==> src/rtl/store_buffer_pkg.sv <==
`default_nettype none
// ============================================================================
// Module      : store_buffer_pkg
// Description : Core configuration and shared store types for the LSU store
//               buffer and its forwarding sub-block.
// Revision    : 1.0 - initial release
// ============================================================================
package store_buffer_pkg;

    // Core configuration
    localparam int LSU_STORE_QUEUE_SIZE = 8;
    localparam int LSU_COMMIT_WIDTH     = 2;
    localparam int LSU_ADDR_WIDTH       = 32;
    localparam int LSU_DATA_WIDTH       = 32;

    // Core types: a store request at the default core widths
    typedef struct packed {
        logic [LSU_ADDR_WIDTH-1:0]   addr;
        logic [LSU_DATA_WIDTH-1:0]   data;
        logic [LSU_DATA_WIDTH/8-1:0] strb;
    } store_req_t;

    // Pointer width carrying one extra wrap bit above the index
    function automatic int sb_ptr_width(input int depth);
        return $clog2(depth) + 1;
    endfunction

endpackage
`default_nettype wire

==> src/rtl/store_buffer_fwd_merge.sv <==
`default_nettype none
// ============================================================================
// Module      : sb_fwd_merge
// Description : Combinational per-byte store-to-load forwarding. Walks live
//               entries from oldest to youngest so the youngest matching
//               entry with its strobe set supplies each byte.
// Revision    : 1.0 - initial release
// ============================================================================
module sb_fwd_merge
    import store_buffer_pkg::*;
#(
    parameter int DEPTH      = LSU_STORE_QUEUE_SIZE,
    parameter int WADDR_W    = 30,
    parameter int DATA_WIDTH = LSU_DATA_WIDTH
) (
    input  logic [WADDR_W-1:0]         ent_waddr_i [DEPTH],
    input  logic [DATA_WIDTH-1:0]      ent_data_i  [DEPTH],
    input  logic [DATA_WIDTH/8-1:0]    ent_strb_i  [DEPTH],
    input  logic [DEPTH-1:0]           live_i,
    input  logic [$clog2(DEPTH)-1:0]   head_idx_i,
    input  logic [WADDR_W-1:0]         fwd_waddr_i,
    output logic [DATA_WIDTH-1:0]      fwd_data_o,
    output logic [DATA_WIDTH/8-1:0]    fwd_mask_o
);

    localparam int IDX_W  = $clog2(DEPTH);
    localparam int STRB_W = DATA_WIDTH / 8;

    logic [DEPTH-1:0] w_hit;
    logic [IDX_W-1:0] w_idx;

    // Word-address hit per live entry
    for (genvar i = 0; i < DEPTH; i++) begin : g_match
        assign w_hit[i] = live_i[i] && (ent_waddr_i[i] == fwd_waddr_i);
    end

    // Age-ordered byte merge: later (younger) hits overwrite earlier ones
    always_comb begin
        fwd_data_o = '0;
        fwd_mask_o = '0;
        w_idx      = '0;
        for (int k = 0; k < DEPTH; k++) begin
            w_idx = head_idx_i + IDX_W'(k);
            if (w_hit[w_idx]) begin
                for (int b = 0; b < STRB_W; b++) begin
                    if (ent_strb_i[w_idx][b]) begin
                        fwd_data_o[8*b +: 8] = ent_data_i[w_idx][8*b +: 8];
                        fwd_mask_o[b]        = 1'b1;
                    end
                end
            end
        end
    end

endmodule
`default_nettype wire

==> src/rtl/store_buffer.sv <==
`default_nettype none
// ============================================================================
// Module      : store_buffer
// Description : Circular buffer of speculative stores. Entries are pushed at
//               execute, committed in order by the ROB, discarded on flush if
//               uncommitted, and drained oldest-first to the DCache. Loads get
//               same-cycle per-byte forwarding from all live entries.
// Revision    : 1.0 - initial release
// ============================================================================
module store_buffer
    import store_buffer_pkg::*;
#(
    parameter int DEPTH        = LSU_STORE_QUEUE_SIZE,
    parameter int ADDR_WIDTH   = 32,
    parameter int DATA_WIDTH   = 32,
    parameter int COMMIT_WIDTH = LSU_COMMIT_WIDTH
) (
    input  logic                              clk,
    input  logic                              rst,
    input  logic                              push_valid_i,
    output logic                              push_ready_o,
    input  logic [ADDR_WIDTH-1:0]             push_addr_i,
    input  logic [DATA_WIDTH-1:0]             push_data_i,
    input  logic [DATA_WIDTH/8-1:0]           push_strb_i,
    input  logic [$clog2(COMMIT_WIDTH+1)-1:0] commit_num_i,
    input  logic                              flush_i,
    output logic                              drain_valid_o,
    input  logic                              drain_ready_i,
    output logic [ADDR_WIDTH-1:0]             drain_addr_o,
    output logic [DATA_WIDTH-1:0]             drain_data_o,
    output logic [DATA_WIDTH/8-1:0]           drain_strb_o,
    input  logic [ADDR_WIDTH-1:0]             fwd_addr_i,
    output logic [DATA_WIDTH-1:0]             fwd_data_o,
    output logic [DATA_WIDTH/8-1:0]           fwd_mask_o,
    output logic                              empty_o
);

    localparam int STRB_W  = DATA_WIDTH / 8;
    localparam int IDX_W   = $clog2(DEPTH);
    localparam int PTR_W   = sb_ptr_width(DEPTH);
    localparam int CNUM_W  = $clog2(COMMIT_WIDTH + 1);
    localparam int CMP_W   = PTR_W + CNUM_W;
    localparam int OFS_W   = $clog2(STRB_W);
    localparam int WADDR_W = ADDR_WIDTH - OFS_W;

    typedef struct packed {
        logic [ADDR_WIDTH-1:0] addr;
        logic [DATA_WIDTH-1:0] data;
        logic [STRB_W-1:0]     strb;
    } sb_entry_t;

    sb_entry_t        entries_q [DEPTH];
    sb_entry_t        entries_d [DEPTH];
    logic [PTR_W-1:0] head_q, head_d;
    logic [PTR_W-1:0] cmt_q,  cmt_d;
    logic [PTR_W-1:0] tail_q, tail_d;

    logic [PTR_W-1:0]      w_live_cnt;
    logic [PTR_W-1:0]      w_uncmt_cnt;
    logic [PTR_W-1:0]      w_cmt_amt;
    logic                  w_push_fire;
    logic                  w_drain_fire;
    logic [IDX_W-1:0]      w_head_idx;
    logic [IDX_W-1:0]      w_tail_idx;
    logic [IDX_W-1:0]      w_age [DEPTH];
    logic [DEPTH-1:0]      w_live_mask;
    logic [WADDR_W-1:0]    w_ent_waddr [DEPTH];
    logic [DATA_WIDTH-1:0] w_ent_data  [DEPTH];
    logic [STRB_W-1:0]     w_ent_strb  [DEPTH];

    assign w_live_cnt  = tail_q - head_q;
    assign w_uncmt_cnt = tail_q - cmt_q;
    assign w_head_idx  = head_q[IDX_W-1:0];
    assign w_tail_idx  = tail_q[IDX_W-1:0];

    // A full buffer never accepts, even if the head drains this same cycle
    assign push_ready_o  = (w_live_cnt < PTR_W'(DEPTH)) && !flush_i;
    assign w_push_fire   = push_valid_i && push_ready_o;
    assign drain_valid_o = (cmt_q != head_q);
    assign w_drain_fire  = drain_valid_o && drain_ready_i;
    assign empty_o       = (head_q == tail_q);

    // Over-commit saturates at the entries pushed before this cycle
    assign w_cmt_amt = (CMP_W'(commit_num_i) < CMP_W'(w_uncmt_cnt))
                     ? PTR_W'(commit_num_i) : w_uncmt_cnt;

    // Drain payload reads as zero while nothing committed is waiting
    assign drain_addr_o = drain_valid_o ? entries_q[w_head_idx].addr : '0;
    assign drain_data_o = drain_valid_o ? entries_q[w_head_idx].data : '0;
    assign drain_strb_o = drain_valid_o ? entries_q[w_head_idx].strb : '0;

    // Per-slot age relative to head decides liveness; unpack for the merger
    for (genvar i = 0; i < DEPTH; i++) begin : g_slot
        assign w_age[i]       = IDX_W'(i) - w_head_idx;
        assign w_live_mask[i] = ({1'b0, w_age[i]} < w_live_cnt);
        assign w_ent_waddr[i] = entries_q[i].addr[ADDR_WIDTH-1:OFS_W];
        assign w_ent_data[i]  = entries_q[i].data;
        assign w_ent_strb[i]  = entries_q[i].strb;
    end

    // Byte offset of the load address does not take part in the word match
    if (OFS_W > 0) begin : g_ofs
        logic w_fwd_ofs_unused;
        assign w_fwd_ofs_unused = ^fwd_addr_i[OFS_W-1:0];
    end

    sb_fwd_merge #(
        .DEPTH      (DEPTH),
        .WADDR_W    (WADDR_W),
        .DATA_WIDTH (DATA_WIDTH)
    ) u_fwd_merge (
        .ent_waddr_i (w_ent_waddr),
        .ent_data_i  (w_ent_data),
        .ent_strb_i  (w_ent_strb),
        .live_i      (w_live_mask),
        .head_idx_i  (w_head_idx),
        .fwd_waddr_i (fwd_addr_i[ADDR_WIDTH-1:OFS_W]),
        .fwd_data_o  (fwd_data_o),
        .fwd_mask_o  (fwd_mask_o)
    );

    // Next pointers: drain, saturated commit, push; flush rewinds tail to cmt
    always_comb begin
        head_d = head_q + PTR_W'(w_drain_fire);
        cmt_d  = cmt_q + w_cmt_amt;
        tail_d = tail_q + PTR_W'(w_push_fire);
        if (flush_i) begin
            tail_d = cmt_d;
        end
    end

    // Entry write on an accepted push
    always_comb begin
        entries_d = entries_q;
        if (w_push_fire) begin
            entries_d[w_tail_idx].addr = push_addr_i;
            entries_d[w_tail_idx].data = push_data_i;
            entries_d[w_tail_idx].strb = push_strb_i;
        end
    end

    // Pointer registers; reset empties the buffer including committed stores
    always_ff @(posedge clk) begin
        if (rst) begin
            head_q <= '0;
            cmt_q  <= '0;
            tail_q <= '0;
        end else begin
            head_q <= head_d;
            cmt_q  <= cmt_d;
            tail_q <= tail_d;
        end
    end

    // Entry storage; validity comes from the pointers so no reset is needed
    always_ff @(posedge clk) begin
        entries_q <= entries_d;
    end

endmodule
`default_nettype wire

==> config.mk <==
export PLATFORM = sky130hd
export DESIGN_NAME = store_buffer
export DESIGN_NICKNAME = d
export VERILOG_FILES = /design/src/rtl/store_buffer_pkg.sv /design/src/rtl/store_buffer_fwd_merge.sv /design/src/rtl/store_buffer.sv
export SDC_FILE = /design/constraint.sdc
export NUM_CORES = 2
export LEC_CHECK = 0
export CAP_MARGIN = 5
export CORE_MARGIN = 2
export CORE_UTILIZATION = 38
export DETAILED_ROUTE_END_ITERATION = 6
export GPL_TIMING_DRIVEN = 0
export HOLD_SLACK_MARGIN = 0.08
export PLACE_DENSITY = 0.64
export SLEW_MARGIN = 30
export SYNTH_ARGS = -nofsm -noshare
export SYNTH_HDL_FRONTEND = slang
export SYNTH_SLANG_ARGS = --single-unit
==> constraint.sdc <==
create_clock -name clk -period 15.4 [get_ports clk]
set_input_delay 1.54 -clock clk [delete_from_list [all_inputs] [get_ports clk]]
set_output_delay 1.54 -clock clk [all_outputs]
set_load 0.005 [all_outputs]
==> run_results.csv <==
group,metric,value,unit
synth,synth_enable_flop_cells,544,
clock_network,clock_insertion_delay_worst_skew,640,ps
power_and_ir_drop,power.share.clock,0.215,
clock_network,path_clk_slew,60,ps
clock_network,clock-root-buffer,"clkbuf_16",
clock_network,clock_path_buffers,3,
synth,synth_top_area_cell,"edfxtp_1",
timing,hold_viol_final,0,
clock_network,cts_buffers,67,
cells_and_area,layoutNonFillerInstCount,4362,
setup_path,worst-endpoint-arrival,8610,ps
run_status,run_status,"finished with violations",
timing,final.setup.worst_slack,5249,ps
global_routing,overflow,0,
global_routing,antenna_violations_before_repair,11,
synth,synth_sequential_area_ratio,0.4540,
setup_path,crit_required,13860,ps
timing,whs,612.3,ps
synth,number_of_different_library_cells_in_the_post_synthesis_netlist,74,
power_and_ir_drop,internal_power,4444,uW
cells_and_area,layout-area-overhead-vs-synth,17.00,%
cells_and_area,most_common_library_cell_in_the_layout_ignoring_fill_and_taps,"edfxtp_1",
power_and_ir_drop,irDropWorstVdd,0.09985,mV
setup_path,critical_path.max_fanout,10,
cells_and_area,top_library_cells_by_usage_in_the_layout_fill_and_taps_aside,"544 x edfxtp_1, 460 x nand2_1, 362 x mux4_2, 246 x xnor2_1, 180 x clkdlybuf4s50_1",
place,post-place-cells,4244,
timing,period_share,0.6591,
floorplanning,pin_count,214,
power_and_ir_drop,power.share.switching,0.4135,
synth,synth_area_per_cell,13.24,um^2
global_routing,wire_length_of_the_first_global_routing_pass,199100,um
drt,drc_violation_count_after_routing,15,
synth,post_synth_inst_count,2758,
power_and_ir_drop,cellPowerDensity,177.3,nW/um^2
synth,flops_latches_synth,556,
timing,timing.max_slew.rel_slack,0.2908,
timing,final_max_slew_viol_count,0,
synth,proportion_of_netlist_area_held_by_the_largest_area_contributor,0.4474,
floorplanning,die_ar,98580,um^2
floorplanning,die_width,314.0,um
synth,dominant_register_cell_in_the_synthesized_netlist,"edfxtp_1",
setup_path,worst-setup-path-type,"register to output pin",
setup_path,end_kind,"output pin",
drt,finalWirelength,140900,um
min_path,holdCritPathClass,"register to register",
power_and_ir_drop,comb_power_share,0.547,
drt,post_drt_via_cell_ratio,6.592,
floorplanning,placement_rows,113,
global_routing,gr-usage-all-layers,0.2806,
timing,fmax,98.52,MHz
place,detailed_place_hpwl,101300,um
timing,fin_worst_skew,22.52,ps
timing,final_setup_fails,0,
power_and_ir_drop,p_switching,3132,uW
clock_network,cts.sink_count,556,
floorplanning,initial_utilization,0.3837,
flow_run,cap_viol_max_count,0,
drt,detailedRoute.firstPassIterationCount,7,
clock_network,h-tree-depth,3,
drt,initialDrtViolationCount,4519,
synth,yosysWarningCount,0,
timing,grt_setup_unrepaired,"no",
synth,ys_top_cells_by_area,"edfxtp_1 45%, mux4_2 22%, xnor2_1 5.9%",
power_and_ir_drop,p_total,7576,uW
clock_network,cts_repair_resizes,0,
drt,antenna_left,0,
clock_network,cts_tree,"built",
place,buffer_ports.inserted,180,
power_and_ir_drop,sequentialPowerShare,0.238,
place,detailedPlace.worstSlack,6403,ps
cells_and_area,nets,3182,
setup_path,timing.critical_path.from_type,"register",
global_routing,grt_max_degree,35,
synth,async_s_r_ff_share_synth,0,
power_and_ir_drop,power_leakage,0.01345,uW
timing,fin_crit,10150,ps
synth,synthesis.area,36510,um^2
cells_and_area,drive_above_1_share,0.2201,
floorplanning,die_h,314.0,um
floorplanning,floorplan.core_area,95150,um^2
global_routing,first_global_vias,27709,
run_status,failed_checks,"design-rule violations",
clock_network,hold_buffers,0,
clock_network,post-cts-setup-buffer-count,0,
timing,tns,0,ps
drt,drt-wirelength-per-cell,32.30,um
drt,detailroute.via_count,28754,
timing,worst_slew_pin_slew,1064,ps
synth,mappedNetlistNets,2892,
place,gp_congestion,1.003,
[final timing paths]
check	start	endpoint	slack (ps)	depth (start not counted)
hold / removal	head_q[3]	head_q[3]	610	2
hold reg to reg	head_q[3]	head_q[3]	610	2
setup reg to reg	head_q[2]	entries_q[37]	9060	15
setup / recovery	head_q[2]	fwd_data_o[28]	5250	18
[cell families after synthesis]
logic type | count (synthesis) | synth area share
AOI/OAI and AO/OA | 398 | 0.07926
xor gates and xnor gates | 259 | 0.06346
adders and majority gates | 29 | 0.01045
buffers and inverters | 237 | 0.03362
DFF | 556 | 0.4540
muxes | 468 | 0.2523
other | 1 | 0.0001027
and+or+nand+nor | 810 | 0.1068
[critical path, stage by stage, from the launching register on]
cell	delay (ps)
dfxtp_1	380
buf_6	200
inv_2	320
buf_1	740
buf_2	610
clkbuf_1	700
ha_1	420
a21oi_1	300
a21oi_1	190
o21ai_1	210
and3_1	180
clkbuf_1	470
mux2i_1	150
o22ai_1	760
a22oi_1	500
buf_2	360
a21o_1	210
a32oi_1	580
clkdlybuf4s50_1	640
[stage by stage]
step                      utilization  cell area [um^2]
after floorplan                     -             36510
after global placement         0.4193             39900
after global routing           0.4489             42710
after detailed placement       0.4255             40480
after CTS                      0.4488             42700
final                          0.4490             42720
[sequential cells by signal, summed over array words and instances, names as in the netlist]
| register | flops |
|---|---|
| cmt_q | 4 |
| tail_q | 4 |
| entries_q | 544 |
| head_q | 4 |
[power by group through the flow]
stage          logic [uW]  clock network [uW]  registers (uW)
2_1_floorplan        2450                   0            1820
3_3_place_gp         3990                   0            1840
3_5_place_dp         4030                   0            1830
4_1_cts              4050                1640            1800
5_1_grt              4320                1700            1810
6_report             4150                1630            1800
[metal layers]
metal  part of all wire  up-vias  wire length (um)  track usage
li1                   -    11571                 -            -
met1               0.36    14337             50100       0.3567
met2               0.46     2344             64280       0.4381
met3               0.13      486             18290      0.08116
met4              0.058       16              8136       0.1422
met5            0.00075        -               105            0
[area by class of cell]
cell class                      count  area [um^2]
Buffer                            223         1195
Fill cell                        8639        52430
Sequential cell                   556        16580
Tap cell                         1265         1583
Antenna cell                        3        7.507
Clock inverter                     40        514.2
Multi-Input combinational cell   1965        18790
Timing Repair Buffer              221         2292
Clock buffer                       75         1707
Inverter                           14        52.55
[cell usage after synthesis (5+ instances only)]
cell type  count
mux2i_1      106
buf_6         21
nor4_1        11
xor2_1         8
o21ai_1       15
nor2b_1       24
mux4_2       362
nor2_1        52
buf_2         65
a31oi_1       32
buf_1         26
dfxtp_1       12
edfxtp_1     544
inv_1         11
buf_4         18
nor3_1         7
xnor2_1      246
nand4_1       73
a32oi_1       48
o211a_1       32
o21ai_0       54
nand3_1       76
ha_1          24
clkbuf_1      88
o2111ai_1     32
and2_1        32
nor4b_1       32
o2111a_1       6
nor4_2         7
o21a_1         5
nor3b_1        6
a32o_1        16
nand2_1      460
and3_1        17
a21oi_1       76
a21o_1        36
(Power assumes the default switching activity.)
